## src/rtl/sys_array_pkg.sv

```systemverilog
// Shared types and helpers for the systolic array sequencing controller.
// Holds the run-state enum, default size maxima with the index widths
// derived from them, and the feed-phase length function.
package sys_array_pkg;

  localparam int ARRAY_MAX_W_DEF   = 5;
  localparam int ARRAY_MAX_L_DEF   = 5;
  localparam int ARRAY_MAX_A_L_DEF = 5;
  localparam int CNT_WIDTH_DEF     = 16;

  // Widths of the config fields and row indices at the default maxima
  localparam int CFG_W_W   = $clog2(ARRAY_MAX_W_DEF + 1);
  localparam int CFG_L_W   = $clog2(ARRAY_MAX_L_DEF + 1);
  localparam int CFG_A_W   = $clog2(ARRAY_MAX_A_L_DEF + 1);
  localparam int ROW_IDX_W = $clog2(ARRAY_MAX_W_DEF);

  typedef enum logic [2:0] {
    IDLE   = 3'd0,
    CLEAR  = 3'd1,
    LOAD_W = 3'd2,
    FEED   = 3'd3,
    OUTPUT = 3'd4,
    DONE   = 3'd5
  } state_t;

  // Skewed feed length: last data column reaches the far corner PE
  function automatic int unsigned feed_len(input int unsigned w,
                                           input int unsigned l,
                                           input int unsigned a);
    return a + w + l - 2;
  endfunction

endpackage

```

## src/rtl/sys_array_phase_cnt.sv

```systemverilog
// Phase counter shared by all timed phases of the controller.
// load: set remaining length to load_val and index to 0 (wins over en).
// en:   count remaining down and index up by one.
// last: high while the current cycle is the final one of the phase.
// idx:  index of the current cycle within the phase.
module sys_array_phase_cnt #(
  parameter int WIDTH = 16
) (
  input  logic             clk,
  input  logic             reset_n,
  input  logic             load,
  input  logic             en,
  input  logic [WIDTH-1:0] load_val,
  output logic             last,
  output logic [WIDTH-1:0] idx
);

  logic [WIDTH-1:0] rem;

  always_ff @(posedge clk) begin
    if (!reset_n) begin
      rem <= '0;
      idx <= '0;
    end else if (load) begin
      rem <= load_val;
      idx <= '0;
    end else if (en) begin
      rem <= rem - 1'b1;
      idx <= idx + 1'b1;
    end
  end

  assign last = (rem == WIDTH'(1));

endmodule

```

## src/rtl/sys_array_ctrl.sv

```systemverilog
// Sequencing controller for the weight-stationary systolic array.
// A 0->1 edge of start_comp (in IDLE or DONE) with a legal config runs
// CLEAR -> LOAD_W (W) -> FEED (A+W+L-2) -> OUTPUT (W) -> DONE.
// Ports: clk/reset_n (sync, active low); start_comp level request;
// cfg_w/cfg_l/cfg_a_l sizes latched at start; busy/ready/cfg_err status;
// pe_clear, w_load_en+w_row_idx, a_feed_en+feed_step, out_valid+out_row_idx
// strobes to the datapath; cnt saturating cycles-since-start.
module sys_array_ctrl
  import sys_array_pkg::*;
#(
  parameter int ARRAY_MAX_W   = ARRAY_MAX_W_DEF,
  parameter int ARRAY_MAX_L   = ARRAY_MAX_L_DEF,
  parameter int ARRAY_MAX_A_L = ARRAY_MAX_A_L_DEF,
  parameter int CNT_WIDTH     = CNT_WIDTH_DEF
) (
  input  logic                               clk,
  input  logic                               reset_n,
  input  logic                               start_comp,
  input  logic [$clog2(ARRAY_MAX_W+1)-1:0]   cfg_w,
  input  logic [$clog2(ARRAY_MAX_L+1)-1:0]   cfg_l,
  input  logic [$clog2(ARRAY_MAX_A_L+1)-1:0] cfg_a_l,
  output logic                               busy,
  output logic                               ready,
  output logic                               cfg_err,
  output logic                               pe_clear,
  output logic                               w_load_en,
  output logic [$clog2(ARRAY_MAX_W)-1:0]     w_row_idx,
  output logic                               a_feed_en,
  output logic [CNT_WIDTH-1:0]               feed_step,
  output logic                               out_valid,
  output logic [$clog2(ARRAY_MAX_W)-1:0]     out_row_idx,
  output logic [CNT_WIDTH-1:0]               cnt
);

  localparam int WW = $clog2(ARRAY_MAX_W + 1);
  localparam int LW = $clog2(ARRAY_MAX_L + 1);
  localparam int AW = $clog2(ARRAY_MAX_A_L + 1);
  localparam int IW = $clog2(ARRAY_MAX_W);

  localparam logic [WW-1:0] MAX_W_C = WW'(ARRAY_MAX_W);
  localparam logic [LW-1:0] MAX_L_C = LW'(ARRAY_MAX_L);
  localparam logic [AW-1:0] MAX_A_C = AW'(ARRAY_MAX_A_L);

  state_t         state;
  logic           start_d;
  logic [WW-1:0]  w_q;
  logic [LW-1:0]  l_q;
  logic [AW-1:0]  a_q;

  logic                 start_edge, cfg_ok;
  logic                 ph_ld, ph_en, ph_last;
  logic [CNT_WIDTH-1:0] ph_val, ph_idx, f_len, w_len;

  assign start_edge = start_comp & ~start_d;
  assign cfg_ok = (cfg_w != '0) && (cfg_w <= MAX_W_C) &&
                  (cfg_l != '0) && (cfg_l <= MAX_L_C) &&
                  (cfg_a_l != '0) && (cfg_a_l <= MAX_A_C);
  assign busy  = (state != IDLE) && (state != DONE);
  assign f_len = CNT_WIDTH'(feed_len(32'(w_q), 32'(l_q), 32'(a_q)));
  assign w_len = CNT_WIDTH'(w_q);

  // Counter is loaded on entry to each timed phase (from CLEAR and on the
  // last cycle of the previous phase) and stepped inside it.
  always_comb begin
    ph_ld  = 1'b0;
    ph_en  = 1'b0;
    ph_val = w_len;
    case (state)
      CLEAR:  ph_ld = 1'b1;
      LOAD_W: begin ph_en = 1'b1; ph_ld = ph_last; ph_val = f_len; end
      FEED:   begin ph_en = 1'b1; ph_ld = ph_last; end
      OUTPUT: ph_en = 1'b1;
      default: ;
    endcase
  end

  sys_array_phase_cnt #(.WIDTH(CNT_WIDTH)) u_phase (
    .clk      (clk),
    .reset_n  (reset_n),
    .load     (ph_ld),
    .en       (ph_en),
    .load_val (ph_val),
    .last     (ph_last),
    .idx      (ph_idx)
  );

  always_ff @(posedge clk) begin
    if (!reset_n) begin
      state       <= IDLE;
      start_d     <= 1'b0;
      w_q         <= '0;
      l_q         <= '0;
      a_q         <= '0;
      ready       <= 1'b0;
      cfg_err     <= 1'b0;
      pe_clear    <= 1'b0;
      w_load_en   <= 1'b0;
      w_row_idx   <= '0;
      a_feed_en   <= 1'b0;
      feed_step   <= '0;
      out_valid   <= 1'b0;
      out_row_idx <= '0;
      cnt         <= '0;
    end else begin
      start_d <= start_comp;
      cfg_err <= 1'b0;
      if (busy && (cnt != '1)) cnt <= cnt + 1'b1;
      case (state)
        IDLE, DONE: begin
          if (start_edge) begin
            if (cfg_ok) begin
              w_q      <= cfg_w;
              l_q      <= cfg_l;
              a_q      <= cfg_a_l;
              ready    <= 1'b0;
              cnt      <= '0;
              pe_clear <= 1'b1;
              state    <= CLEAR;
            end else begin
              cfg_err <= 1'b1;
            end
          end
        end
        CLEAR: begin
          pe_clear  <= 1'b0;
          w_load_en <= 1'b1;
          w_row_idx <= '0;
          state     <= LOAD_W;
        end
        LOAD_W: begin
          if (ph_last) begin
            w_load_en <= 1'b0;
            w_row_idx <= '0;
            a_feed_en <= 1'b1;
            feed_step <= '0;
            state     <= FEED;
          end else begin
            w_row_idx <= IW'(ph_idx + 1'b1);
          end
        end
        FEED: begin
          if (ph_last) begin
            a_feed_en   <= 1'b0;
            feed_step   <= '0;
            out_valid   <= 1'b1;
            out_row_idx <= '0;
            state       <= OUTPUT;
          end else begin
            feed_step <= ph_idx + 1'b1;
          end
        end
        OUTPUT: begin
          if (ph_last) begin
            out_valid   <= 1'b0;
            out_row_idx <= '0;
            ready       <= 1'b1;
            state       <= DONE;
          end else begin
            out_row_idx <= IW'(ph_idx + 1'b1);
          end
        end
        default: state <= IDLE;
      endcase
    end
  end

endmodule

```

## config.mk

```make
export PLATFORM = sky130hd
export DESIGN_NAME = sys_array_ctrl
export DESIGN_NICKNAME = d
export VERILOG_FILES = /design/src/rtl/sys_array_pkg.sv /design/src/rtl/sys_array_phase_cnt.sv /design/src/rtl/sys_array_ctrl.sv
export SDC_FILE = /design/constraint.sdc
export NUM_CORES = 1
export LEC_CHECK = 0
export ABC_CLOCK_PERIOD_IN_PS = 2800
export BUFFER_PORTS_ARGS = -buffer_cell sky130_fd_sc_hd__buf_4
export CAP_MARGIN = 15
export CORE_UTILIZATION = 40
export CTS_CLUSTER_DIAMETER = 100
export DETAILED_ROUTE_END_ITERATION = 6
export HOLD_SLACK_MARGIN = 0.1
export SLEW_MARGIN = 20
export SYNTH_ARGS = -nofsm -noshare
export SYNTH_HDL_FRONTEND = slang
export SYNTH_SLANG_ARGS = --single-unit
```

## constraint.sdc

```tcl
create_clock -name clk -period 2.8 [get_ports clk]
set_clock_uncertainty 0.15 [all_clocks]
set_input_delay 0 -clock clk [delete_from_list [all_inputs] [get_ports clk]]
set_output_delay 0 -clock clk [all_outputs]
set_load 0.01 [all_outputs]
```

== Yosys cells after proc, flatten, opt, wreduce, memory -nomap -nowiden ==
Index checks and enable logic that the tools add are counted.

* $add $sub $neg: 6
* $lt $le $gt $ge: 3
* Equal/unequal tests: 13
* Muxes and demuxes: 34
* Bitwise gates (word level): 3
* Reductions and logical operators: 32

{| class="wikitable"
|+ Operator list
! operator !! number
|-
| 16-bit 2-to-1 mux || 9
|-
| 16-bit by 1-bit adder with 16-bit output (second input constant) || 2
|-
| 16-bit case mux with 2 select lines || 1
|-
| 3-bit 2-to-1 mux || 7
|-
| 16-bit by 1-bit == test with 1-bit output (second input constant) || 1
|-
| 16-bit != test (second input constant) || 1
|-
| 16-bit by 1-bit subtractor with 16-bit output (second input constant) || 1
|-
| 3-bit case mux with 5 select lines || 1
|-
| 3-bit AND reduction || 5
|-
| 1-bit case mux with 2 select lines || 6
|-
| 3-bit case mux with 2 select lines || 2
|-
| 2-bit nonzero test || 6
|-
| 3-bit nonzero test || 4
|-
| 2-bit != test (second input constant) || 5
|-
| 3-bit less-or-equal comparator (second input constant) || 3
|-
| 1-bit 2-to-1 mux || 8
|-
| 1-bit logical AND || 7
|-
| 3-bit by 2-bit == test with 1-bit output (second input constant) || 2
|-
| 3-bit == test (second input constant) || 2
|-
| 2-bit AND reduction || 3
|-
| 2-bit OR reduction || 3
|-
| 5-bit by 2-bit subtractor with 6-bit output (second input constant) || 1
|-
| 4-bit by 3-bit adder with 5-bit output || 1
|-
| 5-bit AND reduction || 1
|-
| other kinds (8) || 9
|}

* Flip-flop bits (word level): 89
* Bits of input ports: 12

== Longest topological paths before layout ==
* Depth after elaboration: 9
* Mapped depth: 10
* Gate-level depth less buffers: 10

== Cells and area by module ==
From an unflattened synthesis, not the netlist that was laid out.

* Cell total of the unflattened synthesis: 542
* Area total of the unflattened synthesis: 4,652.0 um^2

{| class="wikitable"
|+ Modules (own cells, without submodules)
! module !! instances !! cells each !! area each (um^2) !! sequential area each (um^2)
|-
| sys_array_ctrl || 1 || 355 || 3,020.4 || 1,141.1
|-
| sys_array_phase_cnt || 1 || 187 || 1,631.6 || 640.6
|}

== Worst setup path after synthesis ==
Ideal clock, no wire load.

* Path kind: reg-to-reg
* Start: register w_q[2]
* End: register u_phase.rem[4]
* Setup time: 0.132 ns
* Arrival: 2.069 ns
* Slack: 0.448 ns
* Cell stages (with the launch flop): 11
* Period minus slack after synthesis: 2.352 ns
* Cells stage by stage: dfxtp_1 -> inv_1 -> ha_1 -> fa_1 -> inv_1 -> ha_1 -> inv_1 -> fa_1 -> xnor2_1 -> a32oi_1 -> a21oi_1

* Word-level cells in the longest chain between the ends: 5

{| class="wikitable"
|+ RTL lines
! item !! RTL line !! text
|-
| start, declared || sys_array_ctrl.sv:46 || <nowiki>logic [WW-1:0] w_q;</nowiki>
|-
| start signal, assigned || sys_array_ctrl.sv:112 || <nowiki>w_q <= cfg_w;</nowiki>
|-
| 3-bit by 3-bit adder with 4-bit output || sys_array_pkg.sv:30 || <nowiki>return a + w + l - 2;</nowiki>
|-
| 4-bit by 3-bit adder with 5-bit output || sys_array_pkg.sv:30 ||
|-
| 5-bit by 2-bit subtractor with 6-bit output || sys_array_pkg.sv:30 ||
|-
| 16-bit 2-to-1 mux || sys_array_ctrl.sv:68 || <nowiki>case (state)</nowiki>
|-
| 16-bit 2-to-1 mux || sys_array_phase_cnt.sv:24 || <nowiki>end else if (load) begin</nowiki>
|-
| end signal, assigned || sys_array_phase_cnt.sv:25 || <nowiki>rem <= load_val;</nowiki>
|-
| end signal, assigned || sys_array_phase_cnt.sv:28 || <nowiki>rem <= rem - 1'b1;</nowiki>
|-
| end, declared || sys_array_phase_cnt.sv:18 || <nowiki>logic [WIDTH-1:0] rem;</nowiki>
|}

No other way between the ends.
A chain may end at the register's enable or synchronous reset.

== Final worst setup path ==
* Start: register w_q[2]
* End: register u_phase.rem[9]

The elaborated chain is that of the path after synthesis.

==> results.txt <==
CTS Sinks: 89
RePlAce Congestion: 0.873
die area: 0.0121 mm²
# diodes: 0
initial antenna violation count: 0
unrepaired setup endpoints after global routing: false
via count: 4,102
minimum clock period after layout: 2.48 ns
syn_nets: 565
Worst Setup End Kind: flip-flop
Initial DRT Pass Iterations: 6
Main synth FF type: dfxtp_1
final setup fails: 0
distinct cell type count after synthesis: 72
Slew HR: 56.5%
max cap viols: 0
fin worst setup slack: 0.323 ns
critical path type: flip-flop to flip-flop
Clock Path Buffers: 2
global-route wire length before repair: 19,100 µm
Post-synth EDFFs: 0
YS warnings: 0
Buf/Inv on CP: 3
Final Max Tran Viols: 0
Simple-Gate Fraction of Synth Area: 25.6%
violated checks: DRC
net count reported at finish: 634
adder-cell share of the synthesized area: 4.09%
Worst Setup Start Kind: flip-flop
#FFs+latches synth: 89
post-route clock period utilization: 88.5%
die width: 110 µm
most frequent cells in the layout: dfxtp_1, buf_4, nor2_1, xnor2_1, nand2_1
Initial Util: 41.0%
PortBufs: 56
CTS Buf Count: 9
commonest non-fill, non-tap cell in the layout: dfxtp_1
Cell Chain, Critical Path: inv_1 > ha_1 > fa_1 > inv_1 > ha_1 > inv_1 > nand3_1 > nor3_4 > o21ai_1 > a31oi_1
Root Driver: clkbuf_16
busiest layer in global routing: met2
VDD IR max: 308 µV
Power Dens Cells: 559 mW/mm²
# DRC: 2
Synth Area in Compound Gates: 16.5%
FF+latch area: 0.00178 mm²
fillers: 1,107
Cell Area, Synth: 0.00468 mm²
final hold violation count: 0
global-route usage over all layers: 20.3%
Total Power: 3190 µW
Top delay family on crit path: adder cells
xor/xnor cell area share of the yosys netlist: 8.79%
most used cell, CP: inv_1
post-detail-place hpwl: 8010 µm
status: finished, violations left
Clk Latency, worst-skew pair: 0.35 ns
met2 GRT Util: 32.3%
pin count of the biggest net entering global routing: 28
met3 GRT Util: 4.23%
area delta synth->final: 21.7%
vias per inst: 5.42
Hold WC Path Type: primary input to flip-flop
DRT Wirelength: 11,400 µm
vias in the first global route: 3,803
DRT iter0 DRCs: 196
measured slew at the worst slew-check pin: 0.653 ns
met1 global-route usage: 27.2%
Post-DRT Antenna Nets: 0
Fin Setup TNS: 0 ns
CP arrival: 2.60 ns
row cnt: 39
Mapped Cells: 541
pre-CTS setup slack: 0.310 ns
routed length per instance: 15.1 µm
Largest stage delay, worst path: 0.50 ns
GR Overflow Total: 0
# Post-CTS Setup Buffers: 0
CTS HTree Levels: 3
CTS tree: yes
die height: 110 µm
Reg clk slew, reported paths: 0.06 ns
Leakage Power: 0.00213 µW
Async SR Flop Fraction: 0%
Worst EP required: 2.92 ns
mux cell area share after synthesis: 2.14%
Max Clk Rate: 0.404 GHz
syn avg cell area: 8.65 µm²
Max FO, Critical Path: 8
main combinational cell family by area after synthesis: simple AND/OR/NAND/NOR gates
sequential fraction of the synthesis area: 38.1%
CP max stage cell: fa_1
layout cell share with drive strength beyond 1: 17.9%
Ports: 57
final core utilization: 49.9%
area taken by multi-input logic gates: 0.00268 mm²
Core Region: 0.0114 mm²
==> registers in the layout (all words and copies together) (netlist names) <==
register / count
a_feed_en: 1
state: 3
pe_clear: 1
out_row_idx: 3
w_load_en: 1
u_phase.idx: 16
u_phase.rem: 16
cnt: 16
start_d: 1
feed_step: 16
out_valid: 1
w_q: 3
w_row_idx: 3
l_q: 3
ready: 1
cfg_err: 1
a_q: 3
==> synth_stat cells (all sizes together) (11+ instances only) <==
| cell type | n | area (µm²) |
|---|---|---|
| a21oi | 27 | 135 |
| and3 | 11 | 68.8 |
| buf | 14 | 90.1 |
| clkbuf | 14 | 52.6 |
| dfxtp | 89 | 1780 |
| inv | 21 | 78.8 |
| nand2 | 41 | 180 |
| nand3 | 18 | 90.1 |
| nor2 | 71 | 274 |
| nor3 | 28 | 171 |
| o21ai | 12 | 71.3 |
| o2bb2ai | 14 | 123 |
| xnor2 | 40 | 350 |
==> path summary, 6_finish.rpt <==
| kind | startpoint | end | slack (ns) | cells after the start |
|---|---|---|---|---|
| setup / recovery | w_q[2] | u_phase.rem[9] | 0.32 | 10 |
| hold / removal | cfg_w[0] | w_q[0] | 0.29 | 4 |
| setup reg to reg | w_q[2] | u_phase.rem[9] | 0.32 | 10 |
| hold reg to reg | feed_step[13] | feed_step[13] | 0.31 | 1 |
==> worst min-delay path: stages <==
cell and delay [ns]:
dlygate4sd3_1 0.52, buf_4 0.11, mux2i_1 0.05, nor2_1 0.07
==> repair_timing <==
item | in CTS | in global routing
setup endpoints to repair | 0 | 0
resized for setup | 0 | 0
hold buffers | 12 | 0
endpoints found under the hold margin | 28 | 0
==> kinds of logic after synthesis <==
group           Yosys count
flops                    89
simple gates            225
mux                      10
fa+ha+maj                13
xor+xnor                 47
compound gates          107
buf+inv                  50
==> stage by stage <==
step / hold WS, ns / cells / cell area [µm²]
6_report: 0.286 / 757 / 5700
5_1_grt: 0.335 / 757 / 5700
4_1_cts: 0.275 / 757 / 5700
3_5_place_dp: 0.0699 / 730 / 5270
3_3_place_gp: 0.0668 / 730 / 5270
2_1_floorplan: -0.0283 / 541 / 4680
==> where the power goes <==
group          switching [µW]  total (µW)  internal [µW]  leakage, µW
sequential               54.3        1360           1300     0.000719
combinational             351         572            221      0.00126
clock                     535        1250            719     0.000146
total                     940        3190           2240      0.00213
==> metal layers <==
| layer | wire [µm] | vias up |
|---|---|---|
| met5 | 0 | - |
| met3 | 392 | 20 |
| met4 | 206 | 0 |
| met1 | 5440 | 1932 |
| met2 | 5380 | 81 |
| li1 | - | 2069 |
==> cell type report <==
type	count	share of cell area (%)
Clock buffer	10	4.20
Clock inverter	5	1.12
Inverter	22	1.45
Multi-Input combinational cell	402	47.0
Sequential cell	89	31.3
Tap cell	143	3.14
Timing Repair Buffer	86	11.9
No activity file was read; power rests on OpenSTA's default activity.
